<file path="src/rtl/bcd2binary_seq_pkg.sv">
// Shared types and elaboration helpers for the sequential BCD-to-binary converter.
package bcd2binary_seq_pkg;

  // Converter FSM: waiting for a request, or folding in one digit per clock.
  typedef enum logic {
    ST_IDLE = 1'b0,
    ST_CONV = 1'b1
  } state_e;

  localparam int unsigned NIBBLE_W  = 4;
  localparam logic [3:0]  MAX_DIGIT = 4'd9;

  // Smallest binary width w with 2^w > 10^digits - 1 (i.e. 2^w >= 10^digits).
  function automatic int bin_w_min(input int digits);
    longint unsigned limit;
    int              w;
    limit = 64'd1;
    for (int i = 0; i < digits; i++) begin
      limit = limit * 64'd10;
    end
    w = 0;
    while ((64'd1 << w) < limit) begin
      w = w + 1;
    end
    return w;
  endfunction

  // Digit counter width; a single-digit converter still needs a 1-bit counter.
  function automatic int cnt_w(input int digits);
    return (digits > 1) ? $clog2(digits) : 1;
  endfunction

endpackage

</file>
<file path="src/rtl/bcd2binary_seq_digit_mac.sv">
// One Horner step of the conversion: nxt = acc*10 + d (wrapping), bad = (d > 9).
module bcd_digit_mac
  import bcd2binary_seq_pkg::*;
#(
  parameter int BIN_W = 7
) (
  input  logic [BIN_W-1:0] acc,
  input  logic [3:0]       d,
  output logic [BIN_W-1:0] nxt,
  output logic             bad
);

  logic [BIN_W+3:0] acc_ext_s;
  logic [BIN_W+3:0] d_ext_s;
  logic [BIN_W+3:0] sum_s;

  // Multiply-by-ten as shift-and-add in a widened word, then truncate to BIN_W.
  always_comb begin
    acc_ext_s = {4'b0000, acc};
    d_ext_s   = {{BIN_W{1'b0}}, d};
    sum_s     = (acc_ext_s << 3'd3) + (acc_ext_s << 3'd1) + d_ext_s;
    nxt       = sum_s[BIN_W-1:0];
    bad       = (d > MAX_DIGIT);
  end

endmodule

</file>
<file path="src/rtl/bcd2binary_seq.sv">
// Sequential packed-BCD to binary converter: one digit per clock, MSD first,
// with a start/busy/done handshake and invalid-digit flagging.
module bcd2binary_seq
  import bcd2binary_seq_pkg::*;
#(
  parameter int DIGITS = 2,
  parameter int BIN_W  = 7
) (
  input  logic                  clk,
  input  logic                  reset,
  input  logic                  start,
  input  logic [4*DIGITS-1:0]   bcd,
  output logic                  busy,
  output logic                  done,
  output logic [BIN_W-1:0]      binario,
  output logic                  error
);

  localparam int CNT_W = cnt_w(DIGITS);

  if (DIGITS < 1) begin : g_digits_chk
    $error("bcd2binary_seq: DIGITS must be at least 1");
  end
  if (BIN_W < bin_w_min(DIGITS)) begin : g_bin_w_chk
    $error("bcd2binary_seq: BIN_W too small to hold 10^DIGITS-1");
  end

  state_e                state_q,   state_d;
  logic [CNT_W-1:0]      cnt_q,     cnt_d;
  logic [4*DIGITS-1:0]   sreg_q,    sreg_d;
  logic [BIN_W-1:0]      acc_q,     acc_d;
  logic                  err_acc_q, err_acc_d;
  logic [BIN_W-1:0]      binario_q, binario_d;
  logic                  error_q,   error_d;
  logic                  done_q,    done_d;

  logic [3:0]            digit_s;
  logic [BIN_W-1:0]      mac_nxt_s;
  logic                  mac_bad_s;
  logic                  last_s;
  logic                  err_any_s;

  // The digit being consumed is always the top nibble of the shift register.
  assign digit_s = sreg_q[4*DIGITS-1 -: NIBBLE_W];

  bcd_digit_mac #(
    .BIN_W (BIN_W)
  ) u_mac (
    .acc (acc_q),
    .d   (digit_s),
    .nxt (mac_nxt_s),
    .bad (mac_bad_s)
  );

  assign last_s    = (cnt_q == CNT_W'(DIGITS - 1));
  assign err_any_s = err_acc_q | mac_bad_s;

  // Next-state and datapath updates; every register holds unless told otherwise.
  always_comb begin
    state_d   = state_q;
    cnt_d     = cnt_q;
    sreg_d    = sreg_q;
    acc_d     = acc_q;
    err_acc_d = err_acc_q;
    binario_d = binario_q;
    error_d   = error_q;
    done_d    = 1'b0;
    case (state_q)
      ST_IDLE: begin
        if (start) begin
          sreg_d    = bcd;
          acc_d     = {BIN_W{1'b0}};
          err_acc_d = 1'b0;
          cnt_d     = {CNT_W{1'b0}};
          state_d   = ST_CONV;
        end else begin
          state_d   = ST_IDLE;
        end
      end
      ST_CONV: begin
        acc_d     = mac_nxt_s;
        err_acc_d = err_any_s;
        sreg_d    = sreg_q << 3'd4;
        cnt_d     = cnt_q + CNT_W'(1);
        if (last_s) begin
          // An invalid digit anywhere forces a zero result so garbage never escapes.
          binario_d = err_any_s ? {BIN_W{1'b0}} : mac_nxt_s;
          error_d   = err_any_s;
          done_d    = 1'b1;
          state_d   = ST_IDLE;
        end else begin
          state_d   = ST_CONV;
        end
      end
      default: begin
        state_d   = ST_IDLE;
      end
    endcase
  end

  // State, datapath and output registers; reset aborts any conversion in flight.
  always_ff @(posedge clk or posedge reset) begin
    if (reset) begin
      state_q   <= ST_IDLE;
      cnt_q     <= {CNT_W{1'b0}};
      sreg_q    <= {(4*DIGITS){1'b0}};
      acc_q     <= {BIN_W{1'b0}};
      err_acc_q <= 1'b0;
      binario_q <= {BIN_W{1'b0}};
      error_q   <= 1'b0;
      done_q    <= 1'b0;
    end else begin
      state_q   <= state_d;
      cnt_q     <= cnt_d;
      sreg_q    <= sreg_d;
      acc_q     <= acc_d;
      err_acc_q <= err_acc_d;
      binario_q <= binario_d;
      error_q   <= error_d;
      done_q    <= done_d;
    end
  end

  assign busy    = (state_q == ST_CONV);
  assign done    = done_q;
  assign binario = binario_q;
  assign error   = error_q;

endmodule

</file>
<file path="config.mk">
export PLATFORM = sky130hd
export DESIGN_NAME = bcd2binary_seq
export DESIGN_NICKNAME = d
export VERILOG_FILES = /design/src/rtl/bcd2binary_seq_pkg.sv /design/src/rtl/bcd2binary_seq_digit_mac.sv /design/src/rtl/bcd2binary_seq.sv
export SDC_FILE = /design/constraint.sdc
export NUM_CORES = 1
export LEC_CHECK = 0
export CORE_MARGIN = 1.5
export CORE_UTILIZATION = 40
export DETAILED_ROUTE_END_ITERATION = 8
export GPL_TIMING_DRIVEN = 0
export PLACE_DENSITY_LB_ADDON = 0.25
export SLEW_MARGIN = 20
export SYNTH_ARGS = -nofsm -noshare
export SYNTH_HDL_FRONTEND = slang
export SYNTH_SLANG_ARGS = --single-unit
</file>
<file path="constraint.sdc">
create_clock -name clk -period 2.4 [get_ports clk]
set_clock_uncertainty 0.1 [all_clocks]
set_input_delay 0.72 -clock clk [delete_from_list [all_inputs] [get_ports clk]]
set_output_delay 0.72 -clock clk [all_outputs]
set_load 0.03 [all_outputs]
</file>
# --- After elaboration in Yosys (flattened, before gate mapping) ---
# Index checks and enable logic that the tools add are counted.
word_totals:
  ff_bits: 26
  in_bits: 11
  out_inout_bits: 10
classes:
  addsub: 3
  order_cmp: 1
  n_eq_ne: 1
  mux: 13
  bitwise_logic: 2
  n_reduce_logical: 1
ops:
  columns: ["operator", "count"]
  rows:
  - ["one-hot mux 8 bit (2 select lines)", 1]
  - ["one-hot mux 6 bit (2 select lines)", 1]
  - ["2-to-1 mux 8 bit", 1]
  - ["adder 7 x 4 -> 7 bit", 1]
  - ["adder 7 bit", 1]
  - ["2-to-1 mux 7 bit", 1]
  - ["2-to-1 mux 6 bit", 1]
  - ["one-hot mux 1 bit (2 select lines)", 3]
  - ["2-to-1 mux 1 bit", 5]
  - ["greater-than comparator 4 bit, second input constant", 1]
  - ["!= test 2 bit, second input constant", 1]
  - ["AND reduction 2 bit", 1]
  - ["adder 1 bit, second input constant", 1]
  - ["inverter 1 bit", 1]
  - ["bitwise OR 1 bit", 1]

# --- Logic depth before layout (Yosys ltp) ---
# Gate-level depths: netlist of run 1.
logic_depth:
  depth_word: 3
  mapped_depth: 8

# --- By module ---
# A second synthesis of run 1 with hierarchy kept.
hier_totals:
  cells_unflattened: 108
  area_unflattened_um2: 1300.0
modules_own_cells:
  columns: ["mod", "n_inst", "cells_each", "area_per_inst_um2", "seq_area_each_um2"]
  rows:
  - ["bcd2binary_seq", 1, 82, 1053.5, 675.6]
  - ["bcd_digit_mac", 1, 26, 246.5, 0.0]

# --- Worst setup path after synthesis of run 1 ---
# OpenSTA, ideal clock, no wires.
synth_timing:
  kind: "register to register"
  startpoint: "register sreg_q[7]"
  endpoint: "register binario_q[5], in the netlist binario[5]"
  setup_time_ps: 121
  t_arrival_ps: 1874
  path_slack_ps: 305
  stages_incl_launch_ff: 9
  path_cell_list: "dfrtp_1 inv_1 fa_1 inv_1 ha_1 a21o_1 a21oi_1 xnor2_1 a22o_1"
synth_between:
  elab_chain_cells: 3
synth_rtl:
  columns: ["element", "line_no", "source"]
  rows:
  - ["from (decl)", "bcd2binary_seq.sv:30", "logic [4*DIGITS-1:0] sreg_q, sreg_d;"]
  - ["from (signal assigned)", "bcd2binary_seq.sv:106", "sreg_q <= {(4*DIGITS){1'b0}};"]
  - ["from (signal assigned)", "bcd2binary_seq.sv:115", "sreg_q <= sreg_d;"]
  - ["parallel branches: the longest is 2 deep, another holds adder 7 x 4 -> 7 bit", null, null]
  - ["2-to-1 mux 7 bit (*)", "bcd2binary_seq.sv:87", "binario_d = err_any_s ? {BIN_W{1'b0}} : mac_nxt_s;"]
  - ["to (signal assigned)", "bcd2binary_seq.sv:109", "binario_q <= {BIN_W{1'b0}};"]
  - ["to (signal assigned)", "bcd2binary_seq.sv:118", "binario_q <= binario_d;"]
  - ["to (decl)", "bcd2binary_seq.sv:33", "logic [BIN_W-1:0] binario_q, binario_d;"]
# Every way passes the cells marked *.
# A chain may end at the register's enable or synchronous reset.

# --- Worst setup path after layout of run 1 ---
layout_timing:
  startpoint: "register state_q, in the netlist busy"
  endpoint: "output busy"
layout_lines:
  columns: ["element", "line_no", "source"]
  rows:
  - ["from (decl)", "bcd2binary_seq.sv:28", "state_e state_q, state_d;"]
  - ["from (signal assigned)", "bcd2binary_seq.sv:113", "state_q <= state_d;"]
  - ["to (decl)", "bcd2binary_seq.sv:13", "output logic busy,"]
# No word-level cell between the ends.

==> results of run 1 <==
==> routing by layer <==
layer	vias to the layer above	share of wire
met1	408	0.46
met5	-	0
met3	2	0.042
li1	418	-
met2	22	0.49
met4	0	0.0058
==> worst register-to-register path, cell delays in order, from the launching register on <==
cell and delay (ns):
dfrtp_1 0.42, inv_1 0.07, fa_1 0.56, inv_1 0.05, ha_1 0.28, a21o_1 0.15
a21oi_1 0.16, xnor2_1 0.13, a22o_1 0.21
==> stage by stage <==
stage | hold slack [ns] | instances | instance area [sq um] | setup slack (ns) | utilization
global route | 0.4179 | 166 | 1534 | 0.01168 | 0.5108
finish | 0.3953 | 166 | 1534 | 0.09124 | 0.5108
detailed placement | 0.3727 | 162 | 1481 | 0.1549 | 0.4933
global placement | 0.3643 | 162 | 1481 | 0.1652 | 0.4933
floorplan | 0.3492 | 109 | 1240 | 0.3050 | -
CTS | 0.4056 | 166 | 1534 | 0.07039 | 0.5108
==> power by group <==
part           leakage (nW)  switching [W]  internal (W)
Combinational         0.376       0.000586      0.000479
Sequential            0.335       0.000130      0.000618
Clock                0.0279       0.000133      0.000169
==> registers in the layout, indices dropped and copies added, names as in the netlist <==
name and flops:
sreg_q 8, binario 7, acc_q 6, busy 1
cnt_q 1, done 1, err_acc_q 1, error 1
==> final timing paths <==
| path | cells after the start | end | start |
|---|---|---|---|
| hold reg to reg | 2 | sreg_q[4]$_DFFE_PP0P_ | sreg_q[0]$_DFFE_PP0P_ |
| setup reg to reg | 8 | binario[5]$_DFFE_PP0P_ | acc_q[0]$_DFFE_PP0P_ |
| hold / removal | 2 | sreg_q[4]$_DFFE_PP0P_ | sreg_q[0]$_DFFE_PP0P_ |
| max in group asynchronous | 2 | acc_q[5]$_DFFE_PP0P_ | reset |
| setup / recovery | 1 | busy | busy$_DFF_PP0_ |
| min in group asynchronous | 2 | done$_DFF_PP0_ | reset |
==> cells in the mapped netlist <==
| cell | instances |
|---|---|
| nor2_1 | 7 |
| mux2i_1 | 8 |
| a22o_1 | 9 |
| o21a_1 | 2 |
| a21oi_1 | 4 |
| a21o_1 | 2 |
| xnor2_1 | 5 |
| buf_2 | 2 |
| nor3b_1 | 1 |
| clkbuf_1 | 1 |
| nand2_2 | 1 |
| fa_1 | 2 |
| nand2_1 | 9 |
| nor3_4 | 1 |
| ha_1 | 8 |
| nand2b_1 | 1 |
| dfrtp_1 | 26 |
| inv_2 | 1 |
| inv_1 | 10 |
| o21ai_1 | 2 |
| o21ai_0 | 7 |
==> final cells by class <==
type / count / area, sq um / area share
plain buffers: 3 / 13.76 / 0.008972
clock buffers: 3 / 22.52 / 0.01468
clock inverters: 1 / 30.03 / 0.01958
inverters: 11 / 41.29 / 0.02692
multi-input cells: 69 / 534.3 / 0.3483
flip-flops and latches: 26 / 650.6 / 0.4241
well taps: 33 / 41.29 / 0.02692
repair buffers: 20 / 200.2 / 0.1305
==> logic make-up (layout without fill, tap and decap cells) <==
kind of cell | count (synthesis) | count (layout) | share of synthesized area
AND/OR/NAND/NOR | 20 | 20 | 0.07771
adder cells (fa/ha/maj) | 10 | 10 | 0.1130
XOR/XNOR | 5 | 5 | 0.03532
multiplexers | 8 | 8 | 0.06458
buffers and inverters | 14 | 38 | 0.04440
AO/OA/AOI/OAI | 26 | 26 | 0.1403
flip-flops | 26 | 26 | 0.5247
==> layout by cell type, fill, tap and decap left out <==
master / Yosys / routed
clkbuf_1: 1 / 1
xnor2_1: 5 / 5
inv_2: 1 / 1
clkbuf_4: 0 / 3
o21ai_1: 2 / 2
clkdlybuf4s50_1: 0 / 20
nand2b_1: 1 / 1
ha_1: 8 / 8
o21ai_0: 7 / 7
nor3b_1: 1 / 1
buf_2: 2 / 2
a21oi_1: 4 / 4
nand2_2: 1 / 1
mux2i_1: 8 / 8
fa_1: 2 / 2
inv_1: 10 / 10
nor2_1: 7 / 7
nand2_1: 9 / 9
o21a_1: 2 / 2
a21o_1: 2 / 2
nor3_4: 1 / 1
a22o_1: 9 / 9
dfrtp_1: 26 / 26
bufinv_16: 0 / 1
==> metrics.yaml, run 1 <==
clockBufferDepth: 2
drtPass1Iterations: 4
finalSetupViolCount: 0
cellLeakagePower_nw: 0.7393
ioPinCount: 21
antenna-diode-count: 0
insertion_delay_ns: 0.32
hold_path_class: "reg -> reg"
finalCritPeriodShare: 0.9620
final_nets: 155
wl_per_cell_um: 13.55
synthToLayoutAreaGrowth_pct: 23.71
grt_start_max_net_pins: 27
cts_root_buf: "clkbuf_4"
syn_nets: 130
reg2reg_slack_ns: 0.17
synth_cells: 109
critPathMaxFanout: 5
use_met3: 0.01978
totalPowerFinal_w: 0.002114
powerDensity_nw_per_um2: 1378
die_w_um: 58.68
critical-path-top-delay-family: "buffers and inverters"
ys_seq_area_frac: 0.5247
maxSlewViolCount: 0
drv_cap: 0
cp.buffers_inverters: 1
die_y_um: 58.68
cts_tree: "built"
critical_path.max_stage_delay_ns: 0.71
start_util: 0.4129
crit_chain: "clkdlybuf4s50_1"
n_fill_cell: 307
die_area_sq_um: 3443
vias: 850
first_iter_violations: 13
worstPathRequired_ns: 1.58
drtAntennaViolNets: 0
end_kind: "output port"
core_sq_um: 3003
drcViolationCount: 0
drive_gt1_frac: 0.06767
vias_per_cell: 5.120
syn_avg_cell_area_sq_um: 11.38
rsz0062_at_grt: "no"
grt_pass1_wl_mm: 3.698
ys_top_cells_by_area: "dfrtp_1, ha_1, mux2i_1"
cts_buffers: 3
cts_sinks: 26
yosysWarnings: 0
portBuffers: 20
overflow: 0
grt_use_total: 0.1433
clock.fmax_mhz: 433.1
cts_hold_buf: 0
worstMarginPinSlew_ns: 0.9738
busiest_layer: "met2"
fin_setup_tns_ns: 0
yosysUniqueCellTypes: 21
status: "complete, no violations"
relSlewSlack: 0.3501
slowest_stage: "clkdlybuf4s50_1"
grt_use_met1: 0.1886
htree_levels: 1
worstSetupPathType: "reg -> out"
syn-cell-area_sq_um: 1240
ctsResizeCount: 0
place_hpwl_mm: 1.746
crit_path_start_kind: "flop"
synth_top_area_cell: "dfrtp_1"
cts_setup_buffers: 0
wirelength_mm: 2.249
ir_worst_vdd_uv: 551.1
grtUsageMet2: 0.2488
path_clk_slew_ns: 0.15
worstPathArrival_ns: 1.49
gp_congestion: 0.7446
rows: 20
ys_ff_latch: 26
finalCriticalPeriod_ns: 2.309
first_global_vias: 844
synth_top_area_frac: 0.5247
hold_viol_final: 0
grt_antenna_before_repair: 0
Power figures use the tool's default switching activity.
==> run 2: changes to the inputs <==
Clock period 2.4 ns to 2.05 ns, I/O delays scaled along.
==> run 2 against run 1 <==
The flow now finishes with violations (negative setup slack). Die area is the same. Cell area grew 6.7%. Worst hold slack is essentially flat. Sequential cell count is the same.
==> metrics.yaml, run 2 (same netlist as run 1, synthesis figures left out) <==
gp_congestion: 0.7976  # +7.1%
endpoint: "binario[5]$_DFFE_PP0P_"
worstPathArrival_ns: 2.27  # +0.78 ns
drtAntennaViolNets: 0  # unchanged
first_iter_violations: 25  # +12
die_area_sq_um: 3443  # unchanged
antenna-diode-count: 0  # unchanged
status: "complete, but fails checks"
stdcell_count: 173  # +4.2%
reg2reg_from: "acc_q[2]$_DFFE_PP0P_"
post-route-worst-setup-slack_ns: -0.09741  # -0.1887 ns
cts_tree: "built"
violations: "negative setup slack"
path_clk_slew_ns: 0.15  # about the same
htree_levels: 1  # unchanged
portBuffers: 20  # unchanged
synthToLayoutAreaGrowth_pct: 31.99
place_hpwl_mm: 1.811  # +3.7%
first_global_vias: 924  # +9.5%
vias_per_cell: 5.231  # +2.2%
ioPinCount: 21  # unchanged
grt_use_total: 0.1649  # +0.02157
ir_worst_vdd_uv: 654.0  # +19%
post-place-cells: 162  # unchanged
finalSetupViolCount: 5  # +5
n_fill_cell: 269  # -12%
finalCritPeriodShare: 1.048
grt_antenna_before_repair: 0  # unchanged
drv_cap: 0  # unchanged
critPathMaxFanout: 2  # -3
start_util: 0.4129  # unchanged
die_y_um: 58.68  # unchanged
reg2reg_to: "binario[5]$_DFFE_PP0P_"
layout_common_cells: "dfrtp_1, clkdlybuf4s50_1, dlygate4sd2_1"
powerDensity_nw_per_um2: 1677  # +22%
totalPowerFinal_w: 0.002744  # +30%
finalCriticalPeriod_ns: 2.147
crit_path_start_kind: "flop"
insertion_delay_ns: 0.33  # about the same
clockBufferDepth: 2  # unchanged
reg2reg_slack_ns: -0.1  # -0.27 ns
cts_sinks: 26  # unchanged
drtPass1Iterations: 4  # unchanged
hold_path_class: "reg -> reg"
core_sq_um: 3003  # unchanged
die_w_um: 58.68  # unchanged
cts_buffers: 3  # unchanged
worstMarginPinSlew_ns: 0.9009  # -0.07293 ns
rsz0062_at_grt: "yes"
mostFrequentLayoutCell: "dfrtp_1"
drcViolationCount: 0  # unchanged
regMostFlops: "sreg_q"
clock.fmax_mhz: 465.7
maxSlewViolCount: 0  # unchanged
hold_viol_final: 0  # unchanged
wl_per_cell_um: 14.53  # +7.3%
grt_pass1_wl_mm: 4.264  # +15%
cellLeakagePower_nw: 0.8248  # +12%
largest_reg_flops: 8  # unchanged
cts_root_buf: "clkbuf_4"
r2r_cells: 8  # unchanged
drive_gt1_frac: 0.2000  # +0.1323
critPathLaunch: "acc_q[2]$_DFFE_PP0P_"
overflow: 0  # unchanged
wirelength_mm: 2.514  # +12%
relSlewSlack: 0.3957  # +0.04562
vias: 905  # +6.5%
grt_start_max_net_pins: 27  # unchanged
worstSetupPathType: "reg -> reg"
worstPathRequired_ns: 2.17  # +0.59 ns
rows: 20  # unchanged
end_kind: "flop"
final_nets: 162  # +4.5%
[run 2: cell types whose count changed in the layout (fill, tap and decap cells not counted), moves of 4 or more]
cell	before	now
inv_1	10	5
dlygate4sd2_1	0	10
buf_4	0	5
inv_2	1	5
clkdlybuf4s50_1	20	10
[run 2: through the flow]
stage               hold WS (ns)  setup TNS (ns)  area (sq um)    util  setup WS [ns]
detailed placement        0.3723         -0.6589          1485  0.4946        -0.2082
global route              0.4439         -0.7417          1637  0.5450        -0.1743
finish                    0.3956         -0.3614          1637  0.5450       -0.09741
global placement          0.3597         -0.3952          1485  0.4946        -0.1460
floorplan                 0.3492        -0.02934          1244       -       -0.01807
CTS                       0.4083         -0.4410          1592  0.5300        -0.1073
[run 2: critical path, cell delays in order, from the launching register on]
cell	delay [ns]
dfrtp_1	0.40
inv_2	0.05
fa_2	0.60
inv_2	0.05
ha_4	0.21
a21o_1	0.19
a21oi_2	0.16
xnor2_2	0.10
a22o_1	0.18
[run 2: repair_timing]
| action | 4_1_cts | 5_1_grt |
|---|---|---|
| hold buffers | 0 | 0 |
| setup buffers | 6 | 1 |
| setup endpoints to repair | 15 | 5 |
| cloned | 0 | 0 |
| pin swaps | 8 | 9 |
| gates resized for setup | 15 | 9 |
[run 2: worst min path at each step]
stage | start | slack (ns) | endpoint | depth (start not counted)
CTS | sreg_q[0]$_DFFE_PP0P_ | 0.41 | sreg_q[4]$_DFFE_PP0P_ | 2
global placement | sreg_q[3]$_DFFE_PP0P_ | 0.36 | sreg_q[7]$_DFFE_PP0P_ | 2
detailed placement | sreg_q[0]$_DFFE_PP0P_ | 0.37 | sreg_q[4]$_DFFE_PP0P_ | 2
global route | binario[6]$_DFFE_PP0P_ | 0.44 | binario[6]$_DFFE_PP0P_ | 2
finish | binario[6]$_DFFE_PP0P_ | 0.40 | binario[6]$_DFFE_PP0P_ | 2
floorplan | sreg_q[0]$_DFFE_PP0P_ | 0.35 | sreg_q[4]$_DFFE_PP0P_ | 2
[run 2: where the power goes]
part / leakage (nW) / switching, W / internal (W) / total, W
combinational: 0.461 / 0.000828 / 0.000694 / 0.00152
sequential: 0.335 / 0.000147 / 0.000723 / 0.000871
clock: 0.0279 / 0.000153 / 0.000198 / 0.000351
total: 0.825 / 0.00113 / 0.00162 / 0.00274
[run 2: metal layers]
metal	wire length, um	track usage	vias to the layer above
met5	0	0	-
met4	21	0.03247	0
met3	91	0.02637	5
met2	1270	0.2921	22
met1	1130	0.2141	443
li1	-	-	435
[run 2: cell type report]
type                       instances  area, sq um  share of cell area
buffer                             3        13.76            0.008410
clock buffer                       3        22.52             0.01376
clock inverter                     1        30.03             0.01835
inverter                          11        41.29             0.02523
multi-input combinational         69        589.3              0.3601
sequential                        26        650.6              0.3976
tap                               33        41.29             0.02523
timing repair buffer              27        247.7              0.1514
